--- config.mk ---
export PLATFORM = sky130hd
export DESIGN_NAME = allocate_gr_writeback_arbiter
export DESIGN_NICKNAME = d
export VERILOG_FILES = /design/src/rtl/allocate_gr_writeback_arbiter.sv
export SDC_FILE = /design/constraint.sdc
export NUM_CORES = 1
export LEC_CHECK = 0
export ABC_AREA = 1
export BUFFER_PORTS_ARGS = -buffer_cell sky130_fd_sc_hd__buf_4
export CORE_ASPECT_RATIO = 0.9
export CORE_MARGIN = 1
export CORE_UTILIZATION = 53
export DETAILED_ROUTE_END_ITERATION = 8
export GPL_ROUTABILITY_DRIVEN = 1
export GPL_TIMING_DRIVEN = 0
export PLACE_DENSITY = 0.8
export SLEW_MARGIN = 5
export SYNTH_ARGS = -nofsm -noshare
export SYNTH_HDL_FRONTEND = slang
export SYNTH_SLANG_ARGS = --single-unit
--- constraint.sdc ---
create_clock -name iCLOCK -period 3.9 [get_ports iCLOCK]
set_clock_uncertainty 0.2 [all_clocks]
set_input_delay 0.78 -clock iCLOCK [delete_from_list [all_inputs] [get_ports iCLOCK]]
set_output_delay 0.78 -clock iCLOCK [all_outputs]
set_load 0.03 [all_outputs]
--- src/rtl/allocate_gr_writeback_arbiter.sv ---
// allocate_gr_writeback_arbiter: shares the general register file write port
// between the ALU (0), LSU (1) and MULDIV (2) writeback sources. Each source
// has a one-entry holding buffer; a round-robin arbiter drains one buffer per
// cycle into a registered write port.
// Optional feature macro: ALLOCATE_GR_WB_PENDING_EN builds the pending-register
// mask; without it oREG_PENDING is tied to zero.
module allocate_gr_writeback_arbiter (
  input  logic        iCLOCK,
  input  logic        inRESET,
  input  logic        iRESET_SYNC,
  input  logic        iREQ0_VALID,
  input  logic [4:0]  iREQ0_ADDR,
  input  logic [31:0] iREQ0_DATA,
  output logic        oREQ0_BUSY,
  input  logic        iREQ1_VALID,
  input  logic [4:0]  iREQ1_ADDR,
  input  logic [31:0] iREQ1_DATA,
  output logic        oREQ1_BUSY,
  input  logic        iREQ2_VALID,
  input  logic [4:0]  iREQ2_ADDR,
  input  logic [31:0] iREQ2_DATA,
  output logic        oREQ2_BUSY,
  output logic        oWR_VALID,
  output logic [4:0]  oWR_ADDR,
  output logic [31:0] oWR_DATA,
  output logic [31:0] oREG_PENDING
);

  localparam int unsigned AW = 5;
  localparam int unsigned DW = 32;
  localparam int unsigned NS = 3;

  logic          clear_c;
  logic [NS-1:0] req_valid;
  logic [AW-1:0] req_addr [NS];
  logic [DW-1:0] req_data [NS];

  logic [NS-1:0] full_q, full_d;
  logic [AW-1:0] addr_q [NS];
  logic [AW-1:0] addr_d [NS];
  logic [DW-1:0] data_q [NS];
  logic [DW-1:0] data_d [NS];
  logic [1:0]    last_q, last_d;
  logic          wr_valid_q, wr_valid_d;
  logic [AW-1:0] wr_addr_q, wr_addr_d;
  logic [DW-1:0] wr_data_q, wr_data_d;

  logic [1:0]    ord0, ord1, ord2;
  logic [1:0]    gidx;
  logic          any_full;
  logic [NS-1:0] grant;
  logic [NS-1:0] busy_c;
  logic [NS-1:0] accept;

  assign clear_c = !inRESET || iRESET_SYNC;

  // Gather the per-source request ports into indexable form.
  always_comb begin
    req_valid   = {iREQ2_VALID, iREQ1_VALID, iREQ0_VALID};
    req_addr[0] = iREQ0_ADDR;
    req_addr[1] = iREQ1_ADDR;
    req_addr[2] = iREQ2_ADDR;
    req_data[0] = iREQ0_DATA;
    req_data[1] = iREQ1_DATA;
    req_data[2] = iREQ2_DATA;
  end

  // Round-robin search starting after the most recent grant.
  always_comb begin
    ord0 = 2'd0;
    ord1 = 2'd1;
    ord2 = 2'd2;
    case (last_q)
      2'd0: begin ord0 = 2'd1; ord1 = 2'd2; ord2 = 2'd0; end
      2'd1: begin ord0 = 2'd2; ord1 = 2'd0; ord2 = 2'd1; end
      default: begin ord0 = 2'd0; ord1 = 2'd1; ord2 = 2'd2; end
    endcase
    any_full = |full_q;
    gidx     = last_q;
    if (full_q[ord0])      gidx = ord0;
    else if (full_q[ord1]) gidx = ord1;
    else if (full_q[ord2]) gidx = ord2;
    grant = any_full ? NS'(3'b001 << gidx) : '0;
  end

  // Busy depends only on buffer state and the clear inputs.
  always_comb begin
    busy_c = clear_c ? '1 : (full_q & ~grant);
    accept = req_valid & ~busy_c;
  end

  assign oREQ0_BUSY = busy_c[0];
  assign oREQ1_BUSY = busy_c[1];
  assign oREQ2_BUSY = busy_c[2];

  // Next-state: buffer load/drain, grant pointer and write port.
  always_comb begin
    full_d     = full_q;
    last_d     = last_q;
    wr_valid_d = 1'b0;
    wr_addr_d  = wr_addr_q;
    wr_data_d  = wr_data_q;
    for (int i = 0; i < NS; i++) begin
      addr_d[i] = addr_q[i];
      data_d[i] = data_q[i];
      if (accept[i]) begin
        full_d[i] = 1'b1;
        addr_d[i] = req_addr[i];
        data_d[i] = req_data[i];
      end else if (grant[i]) begin
        full_d[i] = 1'b0;
      end
    end
    if (any_full) begin
      last_d     = gidx;
      wr_valid_d = 1'b1;
      wr_addr_d  = addr_q[gidx];
      wr_data_d  = data_q[gidx];
    end
  end

  // State registers with synchronous clear.
  always_ff @(posedge iCLOCK) begin
    if (clear_c) begin
      full_q     <= '0;
      last_q     <= 2'd2;
      wr_valid_q <= 1'b0;
      wr_addr_q  <= '0;
      wr_data_q  <= '0;
      for (int i = 0; i < NS; i++) begin
        addr_q[i] <= '0;
        data_q[i] <= '0;
      end
    end else begin
      full_q     <= full_d;
      last_q     <= last_d;
      wr_valid_q <= wr_valid_d;
      wr_addr_q  <= wr_addr_d;
      wr_data_q  <= wr_data_d;
      for (int i = 0; i < NS; i++) begin
        addr_q[i] <= addr_d[i];
        data_q[i] <= data_d[i];
      end
    end
  end

  assign oWR_VALID = wr_valid_q;
  assign oWR_ADDR  = wr_addr_q;
  assign oWR_DATA  = wr_data_q;

`ifdef ALLOCATE_GR_WB_PENDING_EN
  // Pending mask: every buffered destination plus the one on the write port.
  always_comb begin
    oREG_PENDING = '0;
    for (int i = 0; i < NS; i++) begin
      if (full_q[i]) oREG_PENDING = oREG_PENDING | (DW'(1) << addr_q[i]);
    end
    if (wr_valid_q) oREG_PENDING = oREG_PENDING | (DW'(1) << wr_addr_q);
  end
`else
  assign oREG_PENDING = 32'h0;
`endif

endmodule

After elaboration in Yosys (flattened, before gate mapping)
Memories as Yosys holds them, arrays and structs flattened. A register that Yosys moved wholly into a read port is not among the register bits.
Cells that the tools add are included.
{ "word_totals": {"register_bits": 6, "ramBits": 111, "input_bits": 117, "n_memories": 2} }
{ "op_classes": {"n_lt_le_gt_ge": 3, "eq_ne": 4, "shift": 1, "n_mux": 36, "n_bitwise": 10, "reduce_logical": 10} }
{ "memory_table": {"columns": ["name", "words", "width", "rd", "rd_clocked_by_memory_dff", "write_ports", "line_no", "text"], "rows": [
  ["data_q", 3, 32, 1, 1, 3, "41", "logic [DW-1:0] data_q [NS];"],
  ["addr_q", 3, 5, 1, 1, 3, "39", "logic [AW-1:0] addr_q [NS];"]
]} }
{ "op_table": {"columns": ["operator", "count"], "rows": [
  ["$mux W32", 6],
  ["$mux W5", 6],
  ["$mux W1", 13],
  ["$pmux W2 S2", 3],
  ["$lt A2 B3 Y1 const B", 3],
  ["$and A3 B3 Y3", 2],
  ["$bmux W1 S2", 3],
  ["$mux W2", 3],
  ["$mux W3", 2],
  ["$not A3 Y3", 2],
  ["$or A1 B1 Y1", 6],
  ["$reduce_and A2 Y1", 3],
  ["$reduce_bool A2 Y1", 3],
  ["$ne A1 B1 Y1 const B", 3],
  ["$reduce_or A3 Y1", 1],
  ["$shl A1 B2 Y3 const A", 1],
  ["$eq A2 B1 Y1 const B", 1],
  ["$logic_not A2 Y1", 1],
  ["$logic_not A1 Y1", 1],
  ["$logic_or A1 B1 Y1", 1]
]} }

Longest topological paths before layout
{ "depth": {"depth_word": 17, "depth_mapped": 12} }

Worst setup path after synthesis
No wires, ideal clock.
{ "synth_path": {"kind": "input-to-reg", "startpoint": "input port inRESET", "endpoint": "memory addr_q[0][0], enable pin", "arrival_ns": 2.493, "slack_ns": 0.813, "path_stages": 7, "path_buffers": 3, "cell_sequence": "inv_1 > nor2_1 > clkbuf_1 > nand3_2 > buf_6 > buf_6 > nand2_1"} }
{ "synth_lines": {"columns": ["element", "line_no", "text"], "rows": [
  ["start, declared", "9", "input logic inRESET,"],
  ["end, declared", "39", null]
]} }

Final worst setup path
{ "layout_path": {"startpoint": "input port iRESET_SYNC", "endpoint": "output port oREQ1_BUSY"} }
{ "layout_via": {"elab_chain_len": 2} }
{ "layout_rtl": {"columns": ["element", "line_no", "text"], "rows": [
  ["start, declared", "10", "input logic iRESET_SYNC,"],
  ["$logic_or A1 B1 Y1", "55", "assign clear_c = !inRESET || iRESET_SYNC;"],
  ["$mux W3", "88", "busy_c = clear_c ? '1 : (full_q & ~grant);"],
  ["end, declared", "18", "output logic oREQ1_BUSY,"]
]} }
Every way passes these cells.

==> metrics.txt <==
Synth Register Bits=154; final worst setup slack=just under 0.5 ns; core area=0.0135 mm2; fill count=1035; worst hold slack=about 0.35 ns; worst hold endpoint=oWR_ADDR[4]; most frequent cells in the layout=buf_4 (191), nand2_1 (125), inv_1 (120); fin. max-slew vios=0; number of gates resized after CTS=0; hold path depth=4; CTS root buf=clkbuf_16; critical path capture point type=output pin; worst vdd ir=around 0.31 mV; period utilization=0.876; most common library cell in the layout ignoring fill and taps=buf_4; MaxCap Viol Count=0; # nets final=1100; Critical Path Start=iRESET_SYNC; DRC=0; Pint=3.06 mW; share of cells above drive strength 1=0.334; Synth cell types=20; pwr dens=approximately 420 mW/mm2; dpl ws=between 0.5 and 0.6 ns; mapped cell area=approximately 0.0074 mm2; Routed WL=18000 um; combinational share of power=0.125; gr ovfl total=0; GRT Total Usage=0.261; Slew Limit Headroom=0.590; Chip Height=114 um; largest net degree at the start of global routing=25; initial antenna violation count=0; n_diodes=0; r2r setup slk=1.15 ns; Starting Density=0.550; FF-to-FF End=addr_q[0][1]; max frequency=about 290 MHz; Leak=approximately 4.6 nW; Hold Crit Class=reg -> reg; Reg clk slew, reported paths=roughly 0.05 ns; required time of the worst setup path=2.92 ns; slew at the pin closest to its max-slew limit=approximately 0.6 ns; Pwr Total=4.01 mW; Max H-tree Level=4; Final setup viols=0; RePlAce Congestion=approximately 0.91; P_sw=949 uW; Buffers on Ports=157; HP Start=oWR_ADDR[4]; Hold Vio Cnt, Final=0; RSZ-0062 raised after global routing=no; Num CTS Buffers=17; sw frac=0.237; reg-to-reg startpoint=full_q[2]; number of DRC markers in iteration 0=~460; vias per cell=5.04; Arrival @ worst endpoint=2.44 ns; clk sinks=154; clock network power share=0.396; crit-path max FO=10; Cells after Synth=773; Setup crit start kind=input pin; DP HPWL=12700 um; vias in the first global route=5726; Chip Width=127 um; I/O pin cnt=190; sequential share of power=0.479; fin crit period=3.42 ns; antenna-violating nets left=0; Post-CTS Repair Setup Buffers=0; global-route wire length before repair=28200 um; setup_tns=0 ns; vias=5861; Pre-antenna DRT Iters=6; Ys Warns=0; crit path kind=in -> out; Worst Reg-to-Reg Cells=11; status=finished, final reports clean; Area Overhead vs Synth=29.0%; CTS tree=done; Site Rows=40; sequential share of the synthesized area=0.564; hold buffers post-CTS=0; clock latency on the worst-skew pair=~0.42 ns; die area=0.0145 mm2; Routed wire per std cell=15.4 um; CTS Buffer Depth=2; Avg Cell Area, Syn=9.61 um2
stage by stage:
step / std cells / util / area, um2
2_1_floorplan: 804 / - / 7550
3_3_place_gp: 1129 / 0.661 / 8930
3_5_place_dp: 1132 / 0.667 / 9020
4_1_cts: 1164 / 0.709 / 9580
5_1_grt: 1164 / 0.709 / 9580
6_report: 1164 / 0.709 / 9580
synth_stat cells (all sizes together):
library cell  number  area [um2]
nand2            131         499
inv              122         458
a21oi            114         833
edfxtp           111        3330
nor2              81         304
buf               73         552
nand3             46         245
dfxtp             43         861
o31ai             37         278
clkbuf            11        41.3
o21ai              2        10.0
conb               1        3.75
o21bai             1        11.3
state kept, by name, indices dropped and copies added (netlist names):
| register | cells |
|---|---|
| oWR_ADDR | 5 |
| last_q | 2 |
| oWR_VALID | 1 |
| data_q | 96 |
| oWR_DATA | 32 |
| full_q | 3 |
| addr_q | 15 |
worst max-delay path: stages:
cell	delay, ns
buf_4	0.11
nor2_1	0.17
clkbuf_1	0.51
buf_1	0.54
nand2_1	0.13
buf_4	0.19
worst max path at each step:
stage | to | slack, ns | depth (start not counted)
6_report | oREQ1_BUSY | 0.48 | 6
5_1_grt | oREQ0_BUSY | 0.39 | 6
4_1_cts | oREQ1_BUSY | 0.48 | 6
3_5_place_dp | oREQ1_BUSY | 0.52 | 6
3_3_place_gp | data_q[2][30] | -0.14 | 5
2_1_floorplan | addr_q[0][0] | 0.81 | 7
area by class of cell:
class | count | area [um2] | area share
Clock inverter | 9 | 98.8 | 0.0103
Tap cell | 168 | 210 | 0.0219
Clock buffer | 23 | 468 | 0.0488
Timing Repair Buffer | 160 | 1250 | 0.131
Inverter | 122 | 458 | 0.0478
Multi-Input combinational cell | 444 | 2310 | 0.241
Buffer | 84 | 593 | 0.0619
Sequential cell | 154 | 4190 | 0.438
layer usage:
| metal | GRT usage | vias up | part of all wire |
|---|---|---|---|
| met1 | 0.319 | 2694 | 0.41 |
| met3 | 0.0664 | 36 | 0.078 |
| met4 | 0.0992 | 0 | 0.020 |
| met2 | 0.447 | 252 | 0.49 |
| met5 | 0 | - | 0 |
| li1 | - | 2879 | - |
power groups by stage:
stage          clock (mW)  sequential, mW  combinational, mW
3_5_place_dp            0            1.95              0.497
4_1_cts              1.59            1.92              0.502
2_1_floorplan           0            1.95              0.305
5_1_grt              1.67            1.93              0.545
6_report             1.59            1.92              0.502
3_3_place_gp            0            1.95              0.478
cell families (layout without fill, tap and decap cells):
| logic type | after synthesis | in the layout | synth area share |
|---|---|---|---|
| buffers and inverters | 206 | 398 | 0.141 |
| DFF | 154 | 154 | 0.565 |
| other | 1 | 32 | 0.000505 |
| and+or+nand+nor | 258 | 258 | 0.141 |
| AOI/OAI and AO/OA | 154 | 154 | 0.152 |
Power figures use the tool's default switching activity.
